## config.mk

```make
export PLATFORM = sky130hd
export DESIGN_NAME = alu_uart_sequencer_flat
export DESIGN_NICKNAME = d
export VERILOG_FILES = /design/src/rtl/alu_uart_sequencer_if.sv /design/src/rtl/alu_uart_sequencer.sv /design/src/flat_wrapper.sv
export SDC_FILE = /design/constraint.sdc
export NUM_CORES = 1
export LEC_CHECK = 0
export CORE_MARGIN = 1
export CORE_UTILIZATION = 30
export CTS_BUF_LIST = sky130_fd_sc_hd__clkbuf_2
export DETAILED_ROUTE_END_ITERATION = 10
export SKIP_LAST_GASP = 1
export SLEW_MARGIN = 10
export SYNTH_ARGS = -nofsm -noshare
export SYNTH_HDL_FRONTEND = slang
export SYNTH_SLANG_ARGS = --single-unit
```

## constraint.sdc

```tcl
create_clock -name clk -period 1.8 [get_ports clk]
set_input_delay 0.45 -clock clk [delete_from_list [all_inputs] [get_ports clk]]
set_output_delay 0.45 -clock clk [all_outputs]
set_load 0.01 [all_outputs]
```

## src/rtl/alu_uart_sequencer_if.sv

```systemverilog
// Byte-level handshake between uart_rx/uart_tx, the combinational ALU and the sequencer.
// master: the sequencer side; slave: the surrounding top level (UARTs and ALU).
interface alu_uart_sequencer_if #(
    parameter int BITS = 8
);
    logic            rx_done;
    logic [7:0]      rx_data;
    logic            tx_done;
    logic            tx_start;
    logic [7:0]      tx_data;
    logic [BITS-1:0] alu_a;
    logic [BITS-1:0] alu_b;
    logic [3:0]      alu_op;
    logic [BITS-1:0] alu_result;
    logic            busy;
    logic            err;

    modport master (
        input  rx_done, rx_data, tx_done, alu_result,
        output tx_start, tx_data, alu_a, alu_b, alu_op, busy, err
    );

    modport slave (
        output rx_done, rx_data, tx_done, alu_result,
        input  tx_start, tx_data, alu_a, alu_b, alu_op, busy, err
    );
endinterface

```

## src/rtl/alu_uart_sequencer.sv

```systemverilog
// Collects A, B, OPCODE bytes from uart_rx, runs the ALU for one cycle and hands the result to uart_tx.
// Optional opcode validation is enabled by defining ALU_SEQ_OPCHECK_EN.
module alu_uart_sequencer #(
    parameter int BITS           = 8,
    parameter int TIMEOUT_CYCLES = 0
) (
    input  logic                        clk,
    input  logic                        reset,
    alu_uart_sequencer_if.master        bus
);

    localparam int CNT_W = (TIMEOUT_CYCLES > 1) ? $clog2(TIMEOUT_CYCLES) : 1;

    typedef enum logic [2:0] {
        IDLE,
        WAIT_B,
        WAIT_OP,
        EXEC,
        WAIT_TX
    } state_t;

    state_t           state_q;
    state_t           state_d;
    logic             load_a;
    logic             load_b;
    logic             load_op;
    logic             err_d;
    logic             op_ok;
    logic             waiting;
    logic             timeout_hit;
    logic [CNT_W-1:0] tmo_cnt;

`ifdef ALU_SEQ_OPCHECK_EN
    function automatic logic opcode_valid(input logic [7:0] code);
        if (code[7:4] != 4'h0) begin
            return 1'b0;
        end
        case (code[3:0])
            4'h0, 4'h1, 4'h2, 4'h3, 4'h4, 4'h5,
            4'h6, 4'h7, 4'h9, 4'hB, 4'hC: return 1'b1;
            default:                     return 1'b0;
        endcase
    endfunction

    assign op_ok = opcode_valid(bus.rx_data);
`else
    assign op_ok = 1'b1;
`endif

    // Expiry fires on the TIMEOUT_CYCLES-th consecutive idle clock; a byte in that cycle still wins.
    assign waiting     = (state_q == WAIT_B) || (state_q == WAIT_OP);
    assign timeout_hit = (TIMEOUT_CYCLES > 0) && waiting &&
                         (tmo_cnt == CNT_W'(TIMEOUT_CYCLES - 1));

    assign bus.busy = (state_q != IDLE);

    always_comb begin
        state_d = state_q;
        load_a  = 1'b0;
        load_b  = 1'b0;
        load_op = 1'b0;
        err_d   = 1'b0;
        case (state_q)
            IDLE: begin
                if (bus.rx_done) begin
                    load_a  = 1'b1;
                    state_d = WAIT_B;
                end
            end
            WAIT_B: begin
                if (bus.rx_done) begin
                    load_b  = 1'b1;
                    state_d = WAIT_OP;
                end else if (timeout_hit) begin
                    err_d   = 1'b1;
                    state_d = IDLE;
                end
            end
            WAIT_OP: begin
                if (bus.rx_done) begin
                    if (op_ok) begin
                        load_op = 1'b1;
                        state_d = EXEC;
                    end else begin
                        err_d   = 1'b1;
                        state_d = IDLE;
                    end
                end else if (timeout_hit) begin
                    err_d   = 1'b1;
                    state_d = IDLE;
                end
            end
            EXEC: begin
                state_d = WAIT_TX;
            end
            WAIT_TX: begin
                if (bus.tx_done) begin
                    state_d = IDLE;
                end
            end
            default: begin
                state_d = IDLE;
            end
        endcase
    end

    always_ff @(posedge clk) begin
        if (reset) begin
            state_q      <= IDLE;
            tmo_cnt      <= '0;
            bus.tx_start <= 1'b0;
            bus.tx_data  <= 8'h00;
            bus.alu_a    <= '0;
            bus.alu_b    <= '0;
            bus.alu_op   <= 4'h0;
            bus.err      <= 1'b0;
        end else begin
            state_q      <= state_d;
            bus.err      <= err_d;
            bus.tx_start <= (state_q == EXEC);

            if (!waiting || bus.rx_done || timeout_hit) begin
                tmo_cnt <= '0;
            end else begin
                tmo_cnt <= tmo_cnt + CNT_W'(1);
            end

            if (load_a) begin
                bus.alu_a <= BITS'(bus.rx_data);
            end
            if (load_b) begin
                bus.alu_b <= BITS'(bus.rx_data);
            end
            if (load_op) begin
                bus.alu_op <= bus.rx_data[3:0];
            end
            // ALU output has settled during the single EXEC cycle.
            if (state_q == EXEC) begin
                bus.tx_data <= bus.alu_result[7:0];
            end
        end
    end

endmodule
```

## src/flat_wrapper.sv

```systemverilog
// flat-port wrapper written by rule: the top's interface ports become plain ports
module alu_uart_sequencer_flat 
#(
    parameter int BITS           = 8,
    parameter int TIMEOUT_CYCLES = 0
)
  (clk, reset, bus_rx_done, bus_rx_data, bus_tx_done, bus_alu_result, bus_tx_start, bus_tx_data, bus_alu_a, bus_alu_b, bus_alu_op, bus_busy, bus_err);
  alu_uart_sequencer_if #(.BITS(BITS)) bus_i ();
  input  logic clk;
  input  logic reset;
  input wire logic [$bits(bus_i.rx_done)-1:0] bus_rx_done;
  input wire logic [$bits(bus_i.rx_data)-1:0] bus_rx_data;
  input wire logic [$bits(bus_i.tx_done)-1:0] bus_tx_done;
  input wire logic [$bits(bus_i.alu_result)-1:0] bus_alu_result;
  output wire logic [$bits(bus_i.tx_start)-1:0] bus_tx_start;
  output wire logic [$bits(bus_i.tx_data)-1:0] bus_tx_data;
  output wire logic [$bits(bus_i.alu_a)-1:0] bus_alu_a;
  output wire logic [$bits(bus_i.alu_b)-1:0] bus_alu_b;
  output wire logic [$bits(bus_i.alu_op)-1:0] bus_alu_op;
  output wire logic [$bits(bus_i.busy)-1:0] bus_busy;
  output wire logic [$bits(bus_i.err)-1:0] bus_err;
  assign bus_i.rx_done = bus_rx_done;
  assign bus_i.rx_data = bus_rx_data;
  assign bus_i.tx_done = bus_tx_done;
  assign bus_i.alu_result = bus_alu_result;
  assign bus_tx_start = bus_i.tx_start;
  assign bus_tx_data = bus_i.tx_data;
  assign bus_alu_a = bus_i.alu_a;
  assign bus_alu_b = bus_i.alu_b;
  assign bus_alu_op = bus_i.alu_op;
  assign bus_busy = bus_i.busy;
  assign bus_err = bus_i.err;
  alu_uart_sequencer #(.BITS(BITS), .TIMEOUT_CYCLES(TIMEOUT_CYCLES)) u_core (.clk(clk), .reset(reset), .bus(bus_i));
endmodule
```

Yosys cells after proc, flatten, opt, wreduce, memory -nomap -nowiden
Index checks and enable logic that the tools add are counted.
{"block": "totals", "reg_bits": 32, "input_bits": 20, "out_inout_bits": 31, "wordCells": 26}
{"block": "classes", "eq_ne": 8, "muxes": 9, "reduce_logical": 3}
{"operator": "3-bit one-hot mux with 5 select lines", "n": 1}
{"operator": "3-bit two-way mux", "n": 4}
{"operator": "2-bit != test, second input constant", "n": 4}
{"operator": "3-bit by 2-bit == test with 1-bit output, second input constant", "n": 2}
{"operator": "1-bit two-way mux", "n": 4}
{"operator": "4-bit AND reduction", "n": 1}
{"operator": "3-bit by 1-bit == test with 1-bit output, second input constant", "n": 1}
{"operator": "3-bit == test, second input constant", "n": 1}
{"operator": "3-bit zero test", "n": 1}
{"operator": "3-bit nonzero test", "n": 1}

Logic depth before layout (Yosys ltp)
{"block": "depth", "ltp_word": 3, "depth_mapped": 4, "mapped_depth_nobuf": 2}

Worst setup path before layout
Ideal clock, no wire load.
{"block": "synth_timing", "path_type": "flip-flop to output port", "start": "register u_core.state_q[2]", "end": "output bus_busy", "t_arrival_ns": 0.852, "required_ns": 1.350, "setup_slack_ns": 0.498, "stages_incl_launch_ff": 3, "n_path_buf": 1, "cell_sequence": "dfxtp_1 -> buf_2 -> or3_1"}
{"block": "synth_via", "elab_chain_len": 1}
{"item": "start: declaration", "line": "alu_uart_sequencer.sv:22", "source": "state_t state_q;"}
{"item": "start signal: assignment", "line": "alu_uart_sequencer.sv:118", "source": "state_q <= state_d;"}
{"item": "3-bit nonzero test", "line": "alu_uart_sequencer.sv:55", "source": "assign bus.busy = (state_q != IDLE);"}
{"item": "end: declaration", "line": "flat_wrapper.sv:20", "source": "output wire logic [$bits(bus_i.busy)-1:0] bus_busy;"}
Every way passes these cells.

Worst setup path in the final report
{"block": "layout_timing", "start": "register u_core.bus.alu_b[1]", "end": "output bus_alu_b[1]"}
{"item": "start: declaration", "line": "alu_uart_sequencer_if.sv:20", "source": "output tx_start, tx_data, alu_a, alu_b, alu_op, busy, err"}
{"item": "start signal: assignment", "line": "alu_uart_sequencer.sv:132", "source": "bus.alu_b <= BITS'(bus.rx_data);"}
{"item": "end: declaration", "line": "flat_wrapper.sv:18", "source": "output wire logic [$bits(bus_i.alu_b)-1:0] bus_alu_b;"}
No word-level cell between the ends.

==> reports/results.ini <==
[cts]
clockRootBuffer = sky130_fd_sc_hd__clkbuf_2
clock_latency_ns = 0.37
path_clk_slew_ns = 0.17
hold_bufs_inserted_after_cts = 0
ctsLongestPathBuffers = 2
cts_tree = yes
tritoncts.num_buffers = 5
cts-htree-levels = 2
sinks_on_clock_net = 32

[worst_setup_path]
cp_slowest_cell = sky130_fd_sc_hd__clkdlybuf4s50_1
timing.critical_path.arrival_ns = 1.29
worst_setup_path_end_kind = output pin
cp_slowest_stage_delay_ns = 0.54
regToRegSetupSlack_ns = 0.36
crit_fanout = 2
critPathTopFamily = buffers and inverters
critical_path.n_buffers_inverters = 1
setup.worst_path.class = register to output pin
critPathRequiredTime_ns = 1.35
critical_path.cell_chain = clkdlybuf4s50_1
worstSetupStartpointType = register

[min_path]
timing.hold.worst.class = register to register

[sta]
worst_slack_ns = 0.0582
fmax_mhz = 574
finalClockSkew_ns = 0.0165
fin_worst_hold_slack_ns = 0.485
final-hold-violation-count = 0
setup_violations = 0
slew_violations = 0
rsz0062_at_grt = no
shortest_clock_period_the_worst_path_allows_after_layout_ns = 1.74
worst_pin_slew_ns = 0.505
sum_of_negative_setup_slack_ns = 0
final_period_utilization_pct = 96.8
timing.slew.headroom_pct = 66.3

[final_layout]
multi_input_comb_area_sq_um = 712
post-route-util_pct = 46.1
nNetsFinal = 204
num_antenna_cells = 0
fill_cells = 431
commonest_non_fill_non_tap_cells_in_the_layout = 45 x sky130_fd_sc_hd__nand2b_1, 42 x sky130_fd_sc_hd__clkdlybuf4s50_1, 28 x sky130_fd_sc_hd__mux2i_1, 25 x sky130_fd_sc_hd__dfxtp_1, 7 x sky130_fd_sc_hd__dfxtp_2
area_delta_synth_final_pct = 44.6
mostFrequentLayoutCell = sky130_fd_sc_hd__nand2b_1
layout-drive-gt1-share_pct = 12.4
ff_latch_area_sq_um = 649

[logic_synthesis]
seq_area_frac_synth_pct = 45.2
synth_instances = 136
post_synth_instance_area_sq_um = 1420
syn-mean-instance-area_sq_um = 10.4
cell_variety_after_synth = 19
yosysWarnings = 0
synth.ff_latch_count = 32
syn_nets = 156

[die]
core.rowCount = 24
die_width_um = 70.7
core_sq_um = 4440
chipHeight_um = 70.7
floorplan.die_area_sq_um = 5000
start_util_pct = 31.9
floorplan.io_pins = 51

[pwr]
vdd_drop_max_mv = 0.353
finalPower_mw = 1.47
p_leak_nw = 0.883
power_per_cell_area_nw_per_um2 = 716

[global_route]
grt_remaining_overflow = 0
maximum_number_of_pins_on_one_net_before_global_route_repair = 49
number_of_antenna_violations_at_the_first_check_in_global_routing = 0
grt_pass1_wl_um = 4860
grt_util_all_layers_pct = 12.6
via_count_of_the_first_global_routing_pass = 1061

[route]
drcViolationCount = 12
avgRoutedWirePerCell_um = 12.8
drt_pre_antenna_iters = 7
totalWireLength_um = 3040
first_iter_violations = 36
ant_nets = 0
drt-vias-per-instance = 4.58
dr_total_vias = 1085

[placement]
gp_congestion = 0.743
io_buffers = 49
dp_worst_setup_slack_ns = -0.0360
post-dp-hpwl_um = 2190

[outcome]
failing_checks = DRC
result_of_the_run = complete, but fails checks

[job]
timing.max_cap.violations = 0

routing by layer:
metal  vias to the layer above  track usage (%)  part of all wire (%)
met5                         -                0                     0
met4                         0             6.00                   1.8
met3                         7             4.56                   7.8
met2                        46             20.9                    46
met1                       490             14.5                    44
li1                        542                -                     -
cell usage after synthesis:
cell type                   instances  area (sq um)
sky130_fd_sc_hd__a211oi_1           2          15.0
sky130_fd_sc_hd__a21oi_1            1          5.00
sky130_fd_sc_hd__and3b_1            1          8.76
sky130_fd_sc_hd__buf_2              6          30.0
sky130_fd_sc_hd__buf_4              1          7.51
sky130_fd_sc_hd__clkbuf_1           7          26.3
sky130_fd_sc_hd__conb_1             1          3.75
sky130_fd_sc_hd__dfxtp_1           32           641
sky130_fd_sc_hd__mux2i_1           28           280
sky130_fd_sc_hd__nand2b_1          45           282
sky130_fd_sc_hd__nand3b_1           2          15.0
sky130_fd_sc_hd__nand4bb_1          2          22.5
sky130_fd_sc_hd__nor2_1             1          3.75
sky130_fd_sc_hd__nor4b_4            1          23.8
sky130_fd_sc_hd__nor4bb_1           1          10.0
sky130_fd_sc_hd__or2b_1             1          7.51
sky130_fd_sc_hd__or3_1              1          6.26
sky130_fd_sc_hd__or3b_1             1          8.76
sky130_fd_sc_hd__or4b_1             2          20.0
registers in the layout, summed over array words and instances, names as in the netlist:
register	cells
u_core.bus.alu_a	8
u_core.bus.alu_op	4
u_core.state_q	3
u_core.bus.alu_b	8
u_core.bus.tx_data	8
u_core.bus.tx_start	1
worst paths after layout:
path	from	endpoint	cells past startpoint
setup reg to reg	u_core.state_q[2]	u_core.bus.alu_a[5]	3
setup / recovery	u_core.bus.alu_b[1]	bus_alu_b[1]	1
hold reg to reg	u_core.bus.alu_b[5]	u_core.bus.alu_b[5]	2
hold / removal	u_core.bus.alu_b[5]	u_core.bus.alu_b[5]	2
stage by stage:
step	cells	area (sq um)
floorplan	136	1420
global placement	229	1970
detailed placement	229	1970
CTS	237	2030
global route	237	2050
finish	237	2050
report_power, final:
| group | internal, mW | switching [mW] |
|---|---|---|
| clock network | 0.232 | 0.254 |
| registers | 0.738 | 0.0150 |
| logic | 0.139 | 0.0888 |
| total | 1.11 | 0.358 |
kinds of logic (layout without fill, tap and decap cells):
logic type / count (synthesis) / after routing / share of synthesized area [%]
AND/OR/NAND/NOR: 58 / 58 / 28.8
flip-flops: 32 / 32 / 45.2
multiplexers: 28 / 28 / 19.8
buffers and inverters: 14 / 63 / 4.51
AO/OA/AOI/OAI: 3 / 3 / 1.41
other: 1 / 1 / 0.265
timing repair:
item	CTS	global route
resized for setup	6	11
cloned	0	0
hold endpoints to repair	0	0
buffers inserted	0	0
setup endpoints to repair	2	11
area by class of cell:
| class | count | area share [%] |
|---|---|---|
| sequential | 32 | 31.7 |
| multi-input combinational | 90 | 34.8 |
| timing repair buffer | 55 | 27.1 |
| clock buffer | 5 | 1.22 |
| clock inverter | 3 | 2.08 |
| tap | 52 | 3.18 |
(Power assumes the default switching activity.)
